<file path="src/rtl/mem_arbiter_pkg.sv">
// mem_arbiter_pkg: state, owner and transfer-length encodings shared by the RAM port arbiter.
package mem_arbiter_pkg;
    typedef enum logic [1:0] {MEM_IDLE, MEM_BUSY, MEM_DONE} state_t;
    typedef enum logic {OWN_IF, OWN_MEM} owner_t;
    localparam logic [1:0] LEN_BYTE = 2'b00;
    localparam logic [1:0] LEN_HALF = 2'b01;
    localparam logic [1:0] LEN_WORD = 2'b10;
    function automatic logic [2:0] len_bytes(input logic [1:0] len);
        return len == LEN_BYTE ? 3'd1 : len == LEN_HALF ? 3'd2 : 3'd4;
    endfunction
endpackage

</file>
<file path="src/rtl/mem_arbiter.sv">
// mem_arbiter: shares the byte-wide RAM port between IF and MEM, running byte-serial
// 1/2/4-byte little-endian transfers with MEM at fixed priority.
module mem_arbiter
    import mem_arbiter_pkg::*;
(
    input  logic        clk,
    input  logic        rst,
    input  logic        rdy,
    input  logic        if_req,
    input  logic [31:0] if_addr,
    output logic        if_ready,
    output logic [31:0] if_data,
    input  logic        mem_req,
    input  logic        mem_we,
    input  logic [1:0]  mem_len,
    input  logic [31:0] mem_addr,
    input  logic [31:0] mem_wdata,
    output logic        mem_ready,
    output logic [31:0] mem_rdata,
    input  logic [7:0]  ram_din,
    output logic [7:0]  ram_dout,
    output logic [31:0] ram_a,
    output logic        ram_wr
);
    state_t      state;
    owner_t      owner;
    logic [2:0]  cnt, n;
    logic        we, xfer;
    logic [31:0] base, wbuf, rbuf, rnext;
    logic [1:0]  ri, wi;
    always_comb begin
        xfer      = state == MEM_BUSY && cnt < n;
        wi        = cnt[1:0];
        ri        = 2'(cnt - 3'd1);
        rnext     = rbuf;
        rnext[{ri, 3'b000} +: 8] = ram_din;
        ram_a     = xfer ? base + {29'b0, cnt} : '0;
        ram_wr    = rdy && xfer && we;
        ram_dout  = ram_wr ? wbuf[{wi, 3'b000} +: 8] : '0;
        if_ready  = rdy && state == MEM_DONE && owner == OWN_IF;
        mem_ready = rdy && state == MEM_DONE && owner == OWN_MEM;
    end
    always_ff @(posedge clk) begin
        if (rst) begin
            state     <= MEM_IDLE;
            owner     <= OWN_IF;
            cnt       <= '0;
            n         <= '0;
            we        <= 1'b0;
            base      <= '0;
            wbuf      <= '0;
            rbuf      <= '0;
            if_data   <= '0;
            mem_rdata <= '0;
        end else if (rdy) begin
            case (state)
                MEM_IDLE: begin
                    cnt  <= '0;
                    rbuf <= '0;
                    if (mem_req) begin
                        state <= MEM_BUSY;
                        owner <= OWN_MEM;
                        we    <= mem_we;
                        n     <= len_bytes(mem_len);
                        base  <= mem_addr;
                        wbuf  <= mem_wdata;
                    end else if (if_req) begin
                        state <= MEM_BUSY;
                        owner <= OWN_IF;
                        we    <= 1'b0;
                        n     <= 3'd4;
                        base  <= if_addr;
                        wbuf  <= '0;
                    end
                end
                MEM_BUSY: begin
                    // A dropped if_req mid-fetch is a branch flush: discard silently.
                    if (owner == OWN_IF && !if_req) begin
                        state <= MEM_IDLE;
                    end else if (we) begin
                        cnt <= cnt + 3'd1;
                        if (cnt == n - 3'd1) state <= MEM_DONE;
                    end else begin
                        cnt <= cnt + 3'd1;
                        if (cnt != 3'd0) rbuf <= rnext;
                        if (cnt == n) begin
                            state <= MEM_DONE;
                            if (owner == OWN_IF) if_data <= rnext;
                            else mem_rdata <= rnext;
                        end
                    end
                end
                default: state <= MEM_IDLE;
            endcase
        end
    end
endmodule
</file>
<file path="config.mk">
export PLATFORM = sky130hd
export DESIGN_NAME = mem_arbiter
export DESIGN_NICKNAME = d
export VERILOG_FILES = /design/src/rtl/mem_arbiter_pkg.sv /design/src/rtl/mem_arbiter.sv
export SDC_FILE = /design/constraint.sdc
export NUM_CORES = 1
export LEC_CHECK = 0
export BUFFER_PORTS_ARGS = -buffer_cell sky130_fd_sc_hd__buf_2
export CAP_MARGIN = 20
export CORE_MARGIN = 4
export CORE_UTILIZATION = 53
export DETAILED_ROUTE_END_ITERATION = 8
export GPL_TIMING_DRIVEN = 0
export HOLD_SLACK_MARGIN = 0.1
export PLACE_DENSITY_LB_ADDON = 0.08
export SETUP_SLACK_MARGIN = 0.1
export SLEW_MARGIN = 20
export SYNTH_ARGS = -nofsm -noshare
export SYNTH_HDL_FRONTEND = slang
export SYNTH_SLANG_ARGS = --single-unit
</file>
<file path="constraint.sdc">
create_clock -name clk -period 3.8 [get_ports clk]
set_input_delay 0.95 -clock clk [delete_from_list [all_inputs] [get_ports clk]]
set_output_delay 0.95 -clock clk [all_outputs]
set_load 0.005 [all_outputs]
</file>
== Yosys cells after proc, flatten, opt, wreduce, memory -nomap -nowiden ==
Cells that the tools add are included.
Word-level totals
  register bits: 170
  latch bits: 0
  RAM bits: 0
  bits in read-only memories: 0
  output and inout port bits: 107
  logic and storage cells: 79
  memories: 0
Cells by class
  add/subtract/negate cells: 5
  $mul: 0
  divide/modulo/power cells: 0
  order comparisons: 1
  eq/ne operators: 11
  shift operators: 3
  mux-type cells: 27
  bitwise operators: 3
  reductions and logical operators: 19
Operators with widths (number)
  32-bit two-way mux: 8
  32-bit one-hot mux with 2 select lines: 1
  32-bit by 3-bit adder with 32-bit output: 1
  32-bit bitwise mux: 1
  8-bit by 7-bit variable shift with 32-bit output, first input constant: 1
  32-bit by 6-bit variable part select with 8-bit output: 1
  8-bit by 7-bit variable part select with 32-bit output: 1
  3-bit two-way mux: 5
  2-bit two-way mux: 6
  6-bit AND reduction: 2
  8-bit two-way mux: 1
  4-bit by 2-bit != test with 1-bit output, second input constant: 2
  1-bit logical AND: 7
  5-bit negator with 7-bit output: 1
  3-bit == test: 2
  3-bit one-hot mux with 2 select lines: 1
  3-bit AND reduction: 2
  5-bit AND reduction: 1
  2-bit by 1-bit == test with 1-bit output, second input constant: 2
  2-bit zero test: 2
  2-bit != test, second input constant: 2
  2-bit one-hot mux with 2 select lines: 1
  4-bit AND reduction: 1
  2-bit nonzero test: 2
  11 further kinds: 15

== Logic depth before layout (Yosys ltp) ==
  depth in word-level cells: 8
  mapped depth: 9

== Worst setup path after synthesis ==
OpenSTA, ideal clock, no wires.
  path kind: register -> output
  start point: register cnt[1]
  end point: output port ram_a[10]
  arrival time: 2.481 ns
  data required time: 2.850 ns
  path slack: 0.369 ns
  cell stages (with the launch flop): 9
  buffers on the path: 1
  cell sequence: dfxtp_1 > clkbuf_1 > inv_1 > fa_1 > and2b_1 > o21ai_0 > or3_1 > xor2_1 > nor2_1
Between the ends
  cells in the longest elaborated chain, start to end: 3
RTL lines
  from (decl): line mem_arbiter.sv:27  | logic [2:0] cnt, n;
  from (signal assigned): line mem_arbiter.sv:81  | cnt <= cnt + 3'd1;
  from (signal assigned): line mem_arbiter.sv:84  | cnt <= cnt + 3'd1;
  branches (longest 2 deep; another with 32-bit by 3-bit adder with 32-bit output)
  32-bit two-way mux *: line mem_arbiter.sv:37  | ram_a = xfer ? base + {29'b0, cnt} : '0;
  to (decl): line mem_arbiter.sv:22  | output logic [31:0] ram_a,
Every way passes the cells marked *.

== Worst setup path after layout ==
  start point: register cnt[0]
  end point: output port ram_a[3]
Same word-level chain as after synthesis.

==> results.md <==
- Multi-input logic area: 0.00429 mm²
- Diode count: 0
- Clock Pin Slew Worst Setup and Hold Paths: 0.06 ns
- Area of placed instances: 0.00950 mm²
- Worst-path maximum fanout: 10
- Syn Nets: 1044
- Tcrit/Tclk final: 0.936
- Core Util, Final: 0.678
- Post-synth ARST share: 0
- #FFs+latches synth: 170
- Worst Path Required: 2.85 ns
- First-pass GRT wire length: 36900 µm
- Placed Cells: 1321
- Final setup viols: 0
- Commonest cells after routing, fill and taps aside: buf_2 (235), nor2_1 (201), dfxtp_1 (168)
- Slack of the worst reg-to-reg path: 1.23 ns
- Reg2Reg Depth: 8
- I/O Buffers: 215
- Worst setup startpoint: cnt[0]
- HP Class: reg2reg
- Congestion Overflow GR: 0
- Fin. Hold Viols: 0
- Critical R2R Launch: cnt[0]
- Most used DFF post-synth: dfxtp_1
- Row count: 45
- Iteration-0 DRC Markers: 469
- Die area: 0.0175 mm²
- Chip width: 132 µm
- Simple-gate area share of the yosys netlist: 0.200
- Post-synthesis mux area share: 0.0623
- Clk Latency, worst-skew pair: 0.42 ns
- Clock skew: 0.0111 ns
- Max-slew headroom: 0.428
- CP max-delay cell: dfxtp_4
- Syn_area_per_cell: 8.92 µm²
- Worst slew pin tran: 0.857 ns
- Routed len/inst: 17.2 µm
- Status: completed
- Core Area: 0.0151 mm²
- Clock period minus final worst setup slack: 3.56 ns
- Worst Setup Start Kind: flip-flop
- WS Path Type: reg2out
- Vias per inst: 5.59
- Effective utilization at floorplan: 0.541
- Synth unique cells: 49
- GRT Util Overall: 0.258
- Xor and xnor fraction of the mapped netlist area: 0.0310
- Mapped Cells: 918
- CTS Sinks: 170
- Fillers: 1312
- Synth Warn #: 0
- VDD IR max: 0.448 mV
- Number of flops mapped to enable cells by yosys: 0
- NumNets Final: 1287
- CP arrival: 2.61 ns
- DRC Markers: 0
- Commonest non-fill, non-tap cell in the layout: buf_2
- Htree depth: 4
- Pins Over Slew Limit: 0
- CP endpoint kind: primary output
- DRT antenna net count: 0
- Initial antenna violation count: 1
- Fin area: 0.0103 mm²
- Largest net degree at the start of global routing: 17
- Final Routed Wirelength: 23400 µm
- Power density cells: 422 mW/mm²
- DR vias: 7613
- Drt first pass iters: 5
- Num ports: 219
- Max-Cap Viols: 0
- Layout area overhead: 25.4%
- Crit path cell chain: buf_6 -> inv_1 -> ha_1 -> nor2b_1 -> o21ai_1 -> nand2_1 -> clkbuf_1 -> nor3_1 -> buf_2
- Worst flop-to-flop path endpoint: mem_rdata[27]
- RSZ-0062 raised after global routing: yes
- Fmax: 281 MHz
- Vias in the first global route: 7094
- RD Place Congestion: 0.836
- Post-Syn Area: 0.00819 mm²
- Layout cell share with drive strength beyond 1: 0.293
- Compound-Gate Fraction of Synth Area: 0.207
- Die height: 132 µm
- Adder-cell area share of the yosys netlist: 0.0223
- Final Non-Filler Cells: 1362
- Worst Setup EP: ram_a[3]
- CTS buffer count: 17
- Post-synthesis sequential area ratio: 0.416
- Largest family of logic cells by synthesized area: compound AO/OA/AOI/OAI gates
- Dpl hpwl: 16800 µm
- Root Buffer: clkbuf_16
- # hold bufs at CTS: 0
- CP max stage delay: 0.38 ns
- Register area: 0.00341 mm²
- CTS tree: built
- LEAKAGE: 4.42 nW
- Max Root-Sink Buffers: 2
==> metrics by stage <==
stage	total power, W	TNS, ns	hold slack [ns]	setup WS, ns
finish	0.00433	0	0.498	0.243
CTS	0.00435	0	0.502	0.111
global placement	0.00243	-1.74	0.469	-0.327
global route	0.00449	0	0.515	0.0772
detailed placement	0.00244	-1.95	0.487	-0.339
floorplan	0.00225	0	0.458	0.369
==> how the worst min path moves through the flow <==
stage	slack [ns]	to	startpoint	depth (start not counted)
floorplan	0.46	rbuf[28]	rbuf[28]	2
global route	0.52	rbuf[1]	rbuf[1]	2
CTS	0.50	mem_rdata[11]	mem_rdata[11]	2
finish	0.50	mem_rdata[11]	mem_rdata[11]	2
global placement	0.47	rbuf[28]	rbuf[28]	2
detailed placement	0.49	wbuf[24]	wbuf[24]	2
==> kinds of logic (layout without fill, tap and decap cells) <==
logic type,count (synthesis),count (layout)
flip-flops,170,170
AND/OR/NAND/NOR,329,329
AO/OA/AOI/OAI,220,220
multiplexers,41,41
adder cells (fa/ha/maj),14,14
buffers and inverters,115,371
XOR/XNOR,29,29
==> sequential cells by signal, summed over array words and instances (netlist names) <==
name,count
base,32
cnt,3
if_data,32
mem_rdata,32
n,3
owner,1
rbuf,32
state,2
wbuf,32
we,1
==> final cells by class <==
cell class | count | share of cell area
clock buffer | 20 | 0.0435
sequential | 170 | 0.332
buffer | 70 | 0.0357
tap | 188 | 0.0229
multi-input combinational | 633 | 0.417
inverter | 45 | 0.0168
clock inverter | 12 | 0.0203
timing repair buffer | 224 | 0.111
==> power by group <==
group	switching (W)	internal [W]	leakage [nW]
sequential	0.0000728	0.00185	1.38
clock	0.000734	0.00120	0.312
combinational	0.000276	0.000202	2.73
total	0.00108	0.00325	4.42
==> synthesized netlist by cell type (all sizes together) (4+ instances only) <==
cell type	number	area (µm²)
clkbuf	36	136
mux4	8	180
ha	13	163
and4	7	61.3
xnor2	22	193
nor2b	43	269
nand2b	4	25.0
nand4	8	65.1
a22oi	66	495
nand3	9	45.0
a21oi	40	200
buf	34	209
mux2i	33	330
inv	45	169
nor2	201	754
and3	5	31.3
nand2	13	48.8
a211oi	99	883
dfxtp	170	3400
o21ai	7	35.0
nor3	13	85.1
nor4	7	68.8
xor2	7	61.3
==> critical path, delay by kind of cell (launching register included) <==
kind	cells	cell delay, ns
compound gates	1	0.29
flops	1	0.38
fa+ha+maj	1	0.19
simple gates	3	0.55
buf+inv	4	0.77
==> timing repair <==
action,4_1_cts,5_1_grt
setup buffers,6,3
pin swaps,3,6
setup endpoints to repair,23,27
gates resized for setup,11,4
==> routing by layer <==
layer	vias to the layer above	track usage	wire, µm
met5	-	0	8
met4	2	0.0687	363
met3	33	0.0645	1740
met2	260	0.412	10800
met1	3592	0.351	10500
li1	3726	-	-
Power figures use the tool's default switching activity.
